## src/rtl/regfile_arbiter.sv

```systemverilog
`default_nettype none
// ============================================================================
// Module      : regfile_arbiter
// Description : Shares a single-port register file between two requesters
//               (0 = system controller RX command path, 1 = configuration /
//               test master). Round-robin arbitration in IDLE, then
//               sequences one write or one read against the register file.
//               Read data and completion go back to the owning requester.
//               A read that does not complete within RD_TIMEOUT cycles ends
//               with an error completion.
// Ports       : CLK, rst_n (async, active low)
//               Rn_Req/Wr/Address/WrData   request from requester n
//               Rn_Gnt                     combinational accept
//               Rn_RdData/RdValid/RdErr    read completion to requester n
//               WrEn/RdEn/Address/WrData   register file command side
//               Rd_data/Rd_data_valid      register file read return
//               Busy                       high whenever not IDLE
// Revision    : 1.0 - initial release
// ============================================================================
module regfile_arbiter #(
    parameter int DATA_WIDTH   = 8,
    parameter int ADDRESS_SIZE = 4,
    parameter int RD_TIMEOUT   = 15,
    parameter int CNT_WIDTH    = 4
) (
    input  logic                    CLK,
    input  logic                    rst_n,
    input  logic                    R0_Req,
    input  logic                    R0_Wr,
    input  logic [ADDRESS_SIZE-1:0] R0_Address,
    input  logic [DATA_WIDTH-1:0]   R0_WrData,
    output logic                    R0_Gnt,
    output logic [DATA_WIDTH-1:0]   R0_RdData,
    output logic                    R0_RdValid,
    output logic                    R0_RdErr,
    input  logic                    R1_Req,
    input  logic                    R1_Wr,
    input  logic [ADDRESS_SIZE-1:0] R1_Address,
    input  logic [DATA_WIDTH-1:0]   R1_WrData,
    output logic                    R1_Gnt,
    output logic [DATA_WIDTH-1:0]   R1_RdData,
    output logic                    R1_RdValid,
    output logic                    R1_RdErr,
    output logic                    WrEn,
    output logic                    RdEn,
    output logic [ADDRESS_SIZE-1:0] Address,
    output logic [DATA_WIDTH-1:0]   WrData,
    input  logic [DATA_WIDTH-1:0]   Rd_data,
    input  logic                    Rd_data_valid,
    output logic                    Busy
);

    typedef enum logic [1:0] {
        IDLE      = 2'd0,
        WRITE     = 2'd1,
        READ      = 2'd2,
        READ_WAIT = 2'd3
    } state_t;

    localparam logic [CNT_WIDTH-1:0] TIMEOUT_LAST = CNT_WIDTH'(RD_TIMEOUT - 1);

    state_t                  state;
    state_t                  state_next;
    logic                    owner;
    logic                    last_owner;
    logic                    winner;
    logic                    accept;
    logic                    sel_wr;
    logic [ADDRESS_SIZE-1:0] sel_addr;
    logic [DATA_WIDTH-1:0]   sel_wdata;
    logic [CNT_WIDTH-1:0]    cnt;
    logic                    timeout;

    // With both requesting, the one that did not own the last transfer wins;
    // otherwise the single active requester wins (0 if R0 requests).
    assign winner    = (R0_Req && R1_Req) ? ~last_owner : ~R0_Req;
    assign R0_Gnt    = (state == IDLE) && R0_Req && !winner;
    assign R1_Gnt    = (state == IDLE) && R1_Req &&  winner;
    assign accept    = R0_Gnt || R1_Gnt;

    assign sel_wr    = winner ? R1_Wr     : R0_Wr;
    assign sel_addr  = winner ? R1_Address : R0_Address;
    assign sel_wdata = winner ? R1_WrData : R0_WrData;

    assign timeout   = (cnt == TIMEOUT_LAST);

    assign WrEn      = (state == WRITE);
    assign RdEn      = (state == READ);
    assign Busy      = (state != IDLE);

    // ------------------------------------------------------------------------
    // State register
    // ------------------------------------------------------------------------
    always_ff @(posedge CLK or negedge rst_n) begin
        if (!rst_n) begin
            state <= IDLE;
        end else begin
            state <= state_next;
        end
    end

    // ------------------------------------------------------------------------
    // Next-state logic
    // ------------------------------------------------------------------------
    always_comb begin
        state_next = state;
        unique case (state)
            IDLE: begin
                if (accept) begin
                    state_next = sel_wr ? WRITE : READ;
                end
            end
            WRITE:     state_next = IDLE;
            READ:      state_next = READ_WAIT;
            READ_WAIT: begin
                if (Rd_data_valid || timeout) begin
                    state_next = IDLE;
                end
            end
            default:   state_next = IDLE;
        endcase
    end

    // ------------------------------------------------------------------------
    // Datapath: captured request, timeout counter and read completions
    // ------------------------------------------------------------------------
    always_ff @(posedge CLK or negedge rst_n) begin
        if (!rst_n) begin
            owner      <= 1'b0;
            last_owner <= 1'b1;
            Address    <= '0;
            WrData     <= '0;
            cnt        <= '0;
            R0_RdData  <= '0;
            R1_RdData  <= '0;
            R0_RdValid <= 1'b0;
            R1_RdValid <= 1'b0;
            R0_RdErr   <= 1'b0;
            R1_RdErr   <= 1'b0;
        end else begin
            R0_RdValid <= 1'b0;
            R1_RdValid <= 1'b0;
            R0_RdErr   <= 1'b0;
            R1_RdErr   <= 1'b0;

            if (accept) begin
                owner      <= winner;
                last_owner <= winner;
                Address    <= sel_addr;
                if (sel_wr) begin
                    WrData <= sel_wdata;
                end
            end

            if (state == READ) begin
                cnt <= '0;
            end else if ((state == READ_WAIT) && (cnt != '1)) begin
                cnt <= cnt + 1'b1;
            end

            // Returned data takes priority over a timeout in the same cycle.
            if (state == READ_WAIT) begin
                if (Rd_data_valid) begin
                    if (owner) begin
                        R1_RdData  <= Rd_data;
                        R1_RdValid <= 1'b1;
                    end else begin
                        R0_RdData  <= Rd_data;
                        R0_RdValid <= 1'b1;
                    end
                end else if (timeout) begin
                    if (owner) begin
                        R1_RdData  <= '0;
                        R1_RdValid <= 1'b1;
                        R1_RdErr   <= 1'b1;
                    end else begin
                        R0_RdData  <= '0;
                        R0_RdValid <= 1'b1;
                        R0_RdErr   <= 1'b1;
                    end
                end
            end
        end
    end

endmodule
`default_nettype wire
```

## config.mk

```make
export PLATFORM = sky130hd
export DESIGN_NAME = regfile_arbiter
export DESIGN_NICKNAME = d
export VERILOG_FILES = /design/src/rtl/regfile_arbiter.sv
export SDC_FILE = /design/constraint.sdc
export NUM_CORES = 1
export LEC_CHECK = 0
export ABC_AREA = 1
export BUFFER_PORTS_ARGS = -buffer_cell sky130_fd_sc_hd__buf_2
export CAP_MARGIN = 30
export CORE_MARGIN = 10
export CORE_UTILIZATION = 48
export CTS_CLUSTER_DIAMETER = 50
export DETAILED_ROUTE_END_ITERATION = 8
export HOLD_SLACK_MARGIN = 0.12
export PLACE_DENSITY = 0.86
export SYNTH_ARGS = -nofsm -noshare
export SYNTH_HDL_FRONTEND = slang
export SYNTH_SLANG_ARGS = --single-unit
export TNS_END_PERCENT = 5
```

## constraint.sdc

```tcl
create_clock -name CLK -period 1.7 [get_ports CLK]
set_input_delay 0.34 -clock CLK [delete_from_list [all_inputs] [get_ports CLK]]
set_output_delay 0.34 -clock CLK [all_outputs]
set_load 0.05 [all_outputs]
```

; Yosys cells after proc, flatten, opt, wreduce, memory -nomap -nowiden
; Cells that the tools add are included.
; W data, S select, Z words.
[totals]
input_bits = 39
reg_bits = 40
word_cells = 70
[op_classes]
n_eq_ne = 7
muxes = 30
n_addsub = 1
n_reduce_logical = 17
bitwise = 3
[ops]
columns = op, count
row1 = $mux W8, 9
row2 = $mux W1, 14
row3 = $mux W4, 3
row4 = $pmux W2 S4, 1
row5 = $logic_and A1 B1 Y1, 6
row6 = $mux W2, 3
row7 = $reduce_and A3 Y1, 2
row8 = $reduce_bool A2 Y1, 3
row9 = $add A4 B1 Y4 const B, 1
row10 = $eq A2 B2 Y1 const B, 2
row11 = $eq A4 B4 Y1 const B, 1
row12 = $ne A2 B2 Y1 const B, 2
row13 = $ne A4 B4 Y1 const B, 1
row14 = $reduce_and A2 Y1, 2
row15 = $not A1 Y1, 3
row16 = $eq A2 B1 Y1 const B, 1
row17 = $logic_not A2 Y1, 1
row18 = $logic_or A1 B1 Y1, 2
row19 = $logic_not A1 Y1, 1

; Longest topological paths before layout
; Gate-level depths: netlist of the first run.
[depth]
ltp_word = 7
mapped_depth = 8
mapped_depth_nobuf = 7

; Worst setup path after synthesis of the first run
; OpenSTA, ideal clock, no wires.
[synth_timing]
path_type = register to output
startpoint = register last_owner
endpoint = output R0_Gnt
setup_slack_ns = -0.230
arrival_time_ns = 1.590
n_path_buf = 1
path_stages_with_launch = 6
required_time_ns = 1.360
cell_sequence = dfstp_2 > inv_1 > nand2_1 > nand2_2 > buf_4 > nor2_1
[synth_between]
elab_chain_cells = 4
[synth_rtl]
columns = element, line_no
row1 = from (decl), 65  ; logic last_owner;
row2 = from (signal assigned), 148  ; last_owner <= winner;
row3 = $not A1 Y1, 76  ; assign winner = (R0_Req && R1_Req) ? ~last_owner : ~R0_Req;
row4 = $mux W1, 76
row5 = $logic_not A1 Y1, 77  ; assign R0_Gnt = (state == IDLE) && R0_Req && !winner;
row6 = $logic_and A1 B1 Y1, 77
row7 = to (decl), 32  ; output logic R0_Gnt,
; No other way between the ends.

; Worst setup path after layout of the first run
; Same ends and word-level chain as after synthesis.

==> metrics.txt, run 1 <==
final net count=335; GR peak layer=met2; first-pass GRT wire length=8060 µm; Clk Latency, worst-skew pair=0.29 ns; worst path cell trace=inv_1 -> nand2_2 -> nand2_2 -> nor2_2 -> buf_6; core area=between 3000 and 4000 µm²; Fin. Hold Viols=0; Post-synth EDFFs=0; achievable clock frequency=618 MHz; DIE AREA=6950 µm²; P&R area growth vs syn=29.1%; setup TNS=0 ns; Wirelength per Cell=13.5 µm; Clock Skew=0.00651 ns; Overflow after GRT=0; Levels on crit path=5; DRC viols=0; final period utilization=95.2%; starting density of the core=51.1%; vias in the first global route=1732; post-synthesis cell type count=25; CTS HTree Levels=2; Die H=83.4 µm; minimum clock period=1.62 ns; GR Layer Usage met2=20.4%; gpl congestion=0.832; crit path buf inv count=2; share of cells above drive strength 1=41.0%; WP data arrival=about 1.3 ns; crit-path leading delay family=flip-flops; pre-CTS setup slack=0.283 ns; final wirelength=4650 µm; clk root buf=clkbuf_8; Die X=between 80 and 90 µm; total track usage=13.5%; Hold Crit Start=R1_Address[3]; Clock power frac=14.6%; Crit. End Element=primary output; Core Util, Final=66.0%; first-pass detailed-route iteration total=4; number of routed nets with antenna violations=0; Async S/R FF share, synth=between 90% and 100%; Hold Crit Class=primary input to flip-flop; synthesized instance count=213; sequential area share after synthesis=a little over half; TritonCTS clock tree=built; power density cells=between 2000 and 2500 nW/µm²; endpoints failing setup=0; Lkg Pwr=1.39 nW; CP Launch Type=flip-flop; Worst-Margin Slew=0.253 ns; synth warn=0; Max-Cap Viols=0; CP startpoint=last_owner; initial antenna violation count=0; RSZ-0062 raised after global routing=no; pin count of the biggest net entering global routing=between 40 and 50; Rel. slew slack=around 83%; Crit path required time=1.36 ns; net switching power figure=~2.7 mW; Design Power=between 5 and 6 mW; #FFs+latches synth=40; Reg power frac=30.7%; most frequent cells in the layout=buf_2 (73), nand2_1 (72), dfrtp_1 (39); Sw Share=51.9%; Comb power frac=54.7%; Worst R2R Start=cnt[0]; ys flop type=dfrtp_1; Worst Path Max Fanout=4; Setup WS post-layout=roughly 0.08 ns; Reg2Reg Depth=7; Cell Int Power=2.48 mW; Clk pin slew, worst setup/hold paths=approximately 0.080 ns; CTS sink cnt=40; antenna cell count=0; # rows=22; CP dominant cell by count=nand2_2; worst ir drop on vdd=0.960 mV; Initial DRC Count=53; Worst path slowest cell=dfstp_2; M3 GR Usage=5.76%; hold depth=3; GR Util met1=16.9%; status=completed; Max Root-Sink Buffers=2; Mean Syn Cell Area=9.05 µm²; cts bufs inserted=5; syn_nets=254; Crit Path Class=flip-flop to primary output; Syn Std Cell Area=1930 µm²; Final Max Tran Viols=0; dpl hpwl=3620 µm; Crit path largest cell delay=between 0.5 and 0.6 ns; Boundary Pins=76; number of port buffers=75; total number of vias=roughly 1600; commonest non-fill, non-tap cell in the layout=buf_2; vias per inst=about 4.8
[power by group through the flow]
| stage | Combinational, mW | Sequential (mW) | Clock [mW] |
|---|---|---|---|
| global route | 3.05 | 1.64 | 0.814 |
| detailed placement | 2.79 | 1.59 | 0 |
| global placement | 2.75 | 1.58 | 0 |
| CTS | 2.80 | 1.58 | 0.766 |
| finish | 2.82 | 1.58 | 0.752 |
| floorplan | 1.07 | 2.68 | 0 |
[state kept, by name, indices dropped and copies added (netlist names)]
register / count
R0_RdValid: 1
Address: 4
WrData: 8
R1_RdErr: 1
cnt: 4
R1_RdData: 8
state: 2
last_owner: 1
R0_RdErr: 1
owner: 1
R0_RdData: 8
R1_RdValid: 1
[stage by stage]
| step | instances | hold slack (ns) | area, µm² |
|---|---|---|---|
| 6_report | 343 | 0.295 | 2490 |
| 5_1_grt | 343 | 0.307 | 2490 |
| 4_1_cts | 341 | 0.290 | 2460 |
| 3_5_place_dp | 332 | 0.326 | 2340 |
| 3_3_place_gp | 332 | 0.326 | 2340 |
| 2_1_floorplan | 213 | 0.0444 | 1930 |
[Yosys cell counts (2+ instances only)]
cell type,n,area share (%)
a31oi_1,5,1.6
buf_2,2,0.52
buf_6,5,2.9
nor2_1,8,1.6
ha_1,2,1.3
inv_1,12,2.3
nor4_1,2,0.65
nand3_2,2,1.0
o21ai_0,7,1.8
dfrtp_1,39,51
nand2_2,3,0.97
nand3_4,2,1.8
nand2_1,74,14
o21ai_2,16,7.3
nand3_1,24,6.2
[final timing paths]
check	slack [ns]	endpoint
worst min-delay path	0.29	Address[3]
worst max-delay path	0.08	R0_Gnt
worst max register to register	0.27	R0_RdData[7]
min in group asynchronous	0.55	R0_RdData[3]
max in group asynchronous	0.89	last_owner
worst min register to register	0.48	R1_RdData[1]
[routing by layer]
metal / vias up / routed length (µm)
li1: 861 / -
met1: 716 / 2110
met2: 65 / 2030
met3: 5 / 455
met4: 0 / 52
met5: - / 0
[worst register-to-register path, stage by stage (launching register included)]
cell and delay [ns]:
dfrtp_1 0.42, inv_1 0.07, ha_1 0.16, nand3_2 0.13, nand2_4 0.11, nand3_4 0.20, nand2_1 0.15, o21ai_2 0.06
[cell type report]
cell class / count / area, µm²
clock buffer: 6 / 72.6
clock inverter: 2 / 35.0
fill: 319 / 1280
inverter: 13 / 48.8
multi-input combinational: 151 / 806
sequential: 40 / 1000
tap: 48 / 60.1
timing repair buffer: 83 / 463
[cell families (layout without fill, tap and decap cells)]
kind of cell             Yosys count  in the layout  synth area share [%]
flip-flops                        40             40                  52.0
AO/OA/AOI/OAI                     28             28                  10.7
adder cells (fa/ha/maj)            2              2                  1.30
buffers and inverters             22            104                  6.56
AND/OR/NAND/NOR                  119            119                  28.5
XOR/XNOR                           2              2                 0.909
[timing repair]
action / CTS / global route
hold endpoints to repair: 39 / 0
pin swaps: 0 / 2
hold buffers: 1 / 0
gates resized for setup: 2 / 5
setup endpoints to repair: 2 / 2
buffers inserted: 0 / 2
Power figures use the tool's default switching activity.
==> run 2: changes to the inputs <==
- CORE_ASPECT_RATIO: unset -> 1.4
==> run 2 against run 1 <==
Routed wire length up 5.6%; total power rose by 1.8%; clock power hardly changed; critical path type unchanged.
==> metrics.txt, run 2 (synthesized netlist as in run 1, its figures left out) <==
status=completed; dpl hpwl=3760 µm (+4.0%); Regs by FF count=R0_RdData (8), R1_RdData (8), WrData (8); Hold Crit Class=primary input to flip-flop; first-pass detailed-route iteration total=4 (unchanged); Initial DRC Count=106 (+100%); CTS sink cnt=40 (unchanged); Crit. End Element=primary output; first-pass GRT wire length=7950 µm (-1.4%); Max Root-Sink Buffers=2 (unchanged); gpl congestion=0.852 (+2.4%); initial antenna violation count=0 (unchanged); Rel. slew slack=69.7% (-13 points); minimum clock period=1.63 ns (+0.0130 ns); TritonCTS clock tree=built; endpoints failing setup=0 (unchanged); pin count of the biggest net entering global routing=23 (-44%); Boundary Pins=76 (unchanged); final period utilization=96.0% (+0.76 points); total track usage=14.1% (+0.52 points); Overflow after GRT=0 (unchanged); Worst Path Max Fanout=4 (unchanged); antenna cell count=0 (unchanged); P&R area growth vs syn=30.9%; Final Max Tran Viols=0 (unchanged); Worst R2R Start=state[0]; Crit path required time=1.36 ns (about the same); most frequent cells in the layout=buf_2 (73), nand2_1 (72), dfrtp_1 (39); WP data arrival=1.29 ns (about the same); hold depth=3 (unchanged); share of cells above drive strength 1=42.5% (+1.5 points); Hold Crit Start=R1_Address[3]; cts bufs inserted=5 (unchanged); CP Launch Type=flip-flop; Worst-Margin Slew=0.454 ns (+0.202 ns); DRC viols=0 (unchanged); Die H=95.0 µm (+14%); DIE AREA=6980 µm² (+0.51%); Lkg Pwr=1.41 nW (+1.9%); Clk pin slew, worst setup/hold paths=0.08 ns (about the same); Crit Path Class=flip-flop to primary output; final instance area=2520 µm² (+1.4%); commonest non-fill, non-tap cell in the layout=buf_2; number of port buffers=75 (unchanged); final wirelength=4910 µm (+5.6%); final net count=339 (+1.2%); Max-Cap Viols=0 (unchanged); vias in the first global route=1791 (+3.4%); Wirelength per Cell=14.3 µm (+5.9%); Die X=73.5 µm (-12%); total number of vias=1731 (+5.1%); achievable clock frequency=613 MHz (-0.80%); number of routed nets with antenna violations=0 (unchanged); dpl cell area=2330 µm² (-0.27%); CTS HTree Levels=2 (unchanged); Clock Skew=0.00403 ns (-0.00248 ns); clk root buf=clkbuf_8; hold slack=0.299 ns (+0.00416 ns); Fin. Hold Viols=0 (unchanged); # rows=27 (+23%); power density cells=2080 nW/µm² (+0.42%); vias per inst=5.06 (+5.4%); starting density of the core=49.2% (-1.9 points); Core Util, Final=64.4% (-1.6 points); Clk Latency, worst-skew pair=0.28 ns (about the same); CP startpoint=last_owner; worst ir drop on vdd=1.50 mV (+56%); core area=3920 µm² (+3.9%); Reg2Reg Depth=7 (unchanged)
run 2: cell count changes in the layout (fill, tap and decap cells not counted), sizes merged:
cell  previous run  this run
buf             82        86
run 2: path summary, 6_finish.rpt:
| kind | end | slack [ns] |
|---|---|---|
| max | R0_Gnt | 0.07 |
| min | Address[3] | 0.30 |
| max reg2reg | WrData[5] | 0.23 |
| min reg2reg | R1_RdData[5] | 0.48 |
| max in group asynchronous | Address[2] | 0.70 |
| min in group asynchronous | R0_RdData[0] | 0.53 |
run 2: final cells by class:
class | count | area [µm²]
inverter | 13 | 48.8
tap | 43 | 53.8
clock buffer | 6 | 72.6
clock inverter | 2 | 35.0
sequential | 40 | 1000
fill | 331 | 1400
multi-input combinational | 151 | 821
timing repair buffer | 87 | 489
run 2: routing by layer:
layer | track usage [%] | part of all wire [%] | wire length, µm
met5 | 0 | 0 | 0
met4 | 6.70 | 1.8 | 89
met3 | 5.98 | 8.9 | 438
met2 | 23.8 | 51 | 2520
met1 | 14.5 | 38 | 1860
run 2: what timing repair did:
item | 4_1_cts | 5_1_grt
endpoints found under the hold margin | 17 | 0
buffers inserted | 0 | 6
endpoints found under the setup margin | 2 | 2
pin swaps | 0 | 3
gates cloned | 0 | 0
gates resized for setup | 4 | 7
hold buffers | 1 | 0
run 2: worst max-delay path, stage by stage, from the launching register on:
cell,delay [ns]
dfstp_2,0.53
inv_2,0.04
nand2_2,0.09
nand2_4,0.08
nor2_2,0.08
buf_4,0.19
run 2: through the flow:
step	std cells	total power [mW]	setup TNS, ns	worst slack, ns
finish	342	5.25	0	0.0681
global route	342	5.56	-0.0121	-0.0121
CTS	336	5.16	-0.0167	-0.0167
detailed placement	327	4.39	0	0.211
global placement	327	4.33	0	0.251
floorplan	213	3.75	-0.0169	-0.0169
run 2: where the power goes:
part           switching [mW]  total (mW)  internal [mW]  leakage [nW]
sequential              0.230        1.58           1.35         0.512
combinational            2.18        2.92          0.737         0.847
clock                   0.317       0.753          0.436        0.0552
total                    2.73        5.25           2.52          1.41
==> run 3: changes to the inputs <==
- clock period: 1.7 -> 1.6 ns (I/O delays scaled with it)
==> run 3 against run 2 <==
Largest cell class unchanged; the run now ends with negative setup slack left; via count down 1.7%; hold slack worse by 0.033 ns; combinational power up 6%; setup slack worse by 0.16 ns; cell count down 0.88%; sequential cell count unchanged; routed wire length up 2.1%; utilization about the same.
==> metrics.txt, run 3 (synthesized netlist as in run 1, its figures left out) <==
status=finished with violations; violated checks=negative setup slack; first-pass detailed-route iteration total=4 (unchanged); Hold Crit Start=R1_Address[3]; CP Launch Type=flip-flop; vias in the first global route=1788 (-0.17%); gpl congestion=0.844 (-0.89%); Setup WS post-layout=-0.0872 ns (-0.155 ns); Die X=73.5 µm (unchanged); initial antenna violation count=0 (unchanged); Worst-Margin Slew=0.469 ns (+0.0148 ns); minimum clock period=1.69 ns; Comb power frac=56.3% (+0.7 points); power density cells=2180 nW/µm² (+5.0%); Fin. Hold Viols=0 (unchanged); first-pass GRT wire length=8200 µm (+3.2%); vias per inst=5.02 (-0.86%); Die H=95.0 µm (unchanged); final net count=336 (-0.88%); Crit. End Element=primary output; share of cells above drive strength 1=42.9% (+0.43 points); Initial DRC Count=79 (-25%); Max-Cap Viols=0 (unchanged); setup TNS=-0.0872 ns (-0.0872 ns); number of routed nets with antenna violations=0 (unchanged); antenna cell count=0 (unchanged); worst ir drop on vdd=1.46 mV (-2.3%); total track usage=14.6% (+0.49 points); hold depth=3 (unchanged); Sw Share=53.5% (+1.5 points); starting density of the core=49.2% (unchanged); Core Util, Final=64.3% (about the same); most frequent cells in the layout=buf_2 (72), nand2_1 (70), dfrtp_1 (39); CTS sink cnt=40 (unchanged); DIE AREA=6980 µm² (unchanged); WP data arrival=1.37 ns (+0.08 ns); clk root buf=clkbuf_8; RR Endpoint=WrData[0]; DRC viols=0 (unchanged); hold slack=0.265 ns (-0.0334 ns); Overflow after GRT=0 (unchanged); final wirelength=5010 µm (+2.1%); commonest non-fill, non-tap cell in the layout=buf_2; dpl cell area=2340 µm² (+0.38%); Worst R2R Start=last_owner; Hold Crit Class=primary input to flip-flop; final period utilization=105%; net switching power figure=2.94 mW (+8.0%); endpoints failing setup=1 (+1); Clk pin slew, worst setup/hold paths=0.08 ns (about the same); core area=3920 µm² (unchanged); number of port buffers=75 (unchanged); Clock Skew=0.0109 ns (+0.00685 ns); Design Power=5.50 mW (+4.9%); Lkg Pwr=1.38 nW (-2.1%); Crit path required time=1.28 ns (-0.08 ns); Clock power frac=13.1% (-1.3 points); Final Max Tran Viols=0 (unchanged); final instance area=2520 µm² (about the same); # rows=27 (unchanged); flop-to-flop setup slack=0.13 ns (-0.10 ns); Rel. slew slack=68.7% (-0.99 points); Boundary Pins=76 (unchanged); CTS HTree Levels=2 (unchanged); achievable clock frequency=593 MHz; Regs by FF count=R0_RdData (8), R1_RdData (8), WrData (8); RSZ-0062 raised after global routing=yes; pin count of the biggest net entering global routing=22 (-4.3%); Reg power frac=30.6% (+0.5 points); Cell Int Power=2.56 mW (+1.6%); total number of vias=1701 (-1.7%); Reg2Reg Depth=9 (+2); Hold EP=Address[3]; Crit Path Class=flip-flop to primary output; Clk Latency, worst-skew pair=0.30 ns (+0.02 ns); TritonCTS clock tree=built; Max Root-Sink Buffers=2 (unchanged); Worst Path Max Fanout=4 (unchanged); cts bufs inserted=5 (unchanged); dpl hpwl=3810 µm (+1.3%); Wirelength per Cell=14.8 µm (+3.0%); P&R area growth vs syn=30.8% (about the same)
[run 3: cell types whose count changed in the layout (fill, tap and decap cells not counted), moves of 2 or more]
cell / change
nand2_2: +2
nand2_1: -2
clkinvlp_4: +3
buf_4: -5
buf_6: +2
[run 3: worst max-delay path: stages, from the launching register on]
cell and delay (ns):
dfstp_2 0.53, inv_2 0.04, nand2_2 0.09, nand2_4 0.08, nand2_4 0.09, clkinvlp_4 0.09
buf_8 0.15
[run 3: worst max-delay path by stage]
stage                     startpoint      to  slack (ns)  depth (start not counted)
final                     last_owner  R1_Gnt       -0.09                          6
after floorplan           last_owner  R1_Gnt       -0.04                          6
after global routing      last_owner  R1_Gnt       -0.15                          6
after CTS                 last_owner  R1_Gnt       -0.06                          6
after detailed placement  last_owner  R1_Gnt        0.09                          6
after global placement    last_owner  R1_Gnt        0.11                          6
[run 3: per-stage QoR]
step	worst slack, ns	cells
6_report	-0.0872	339
5_1_grt	-0.145	339
4_1_cts	-0.0604	337
3_5_place_dp	0.0861	327
3_3_place_gp	0.107	327
2_1_floorplan	-0.0430	213
[run 3: layout make-up]
cell class | count | area, µm²
fillers | 343 | 1400
flip-flops and latches | 40 | 1000
multi-input cells | 151 | 831
repair buffers | 84 | 484
clock buffers | 6 | 82.6
well taps | 43 | 53.8
inverters | 13 | 52.6
clock inverters | 2 | 15.0
[run 3: power by group through the flow]
stage                     Sequential, mW  Clock (mW)  Combinational (mW)
after floorplan                     2.84           0                1.15
after global placement              1.67           0                2.94
after detailed placement            1.69           0                3.00
after CTS                           1.68       0.731                3.06
after global routing                1.74       0.777                3.33
final                               1.68       0.720                3.10
[run 3: repair_timing]
item | in CTS | in global routing
hold buffers | 1 | 0
cloned | 0 | 0
hold endpoints to repair | 19 | 0
setup endpoints to repair | 2 | 12
gates resized for setup | 8 | 10
buffers inserted | 1 | 2
pin swaps | 2 | 3
[run 3: metal layers]
| metal | vias up | global-route usage (%) | part of all wire [%] |
|---|---|---|---|
| met5 | - | 0 | 0 |
| met4 | 0 | 5.45 | 2.1 |
| met3 | 9 | 7.35 | 11 |
| met2 | 64 | 23.8 | 49 |
| met1 | 771 | 15.7 | 37 |
| li1 | 857 | - | - |
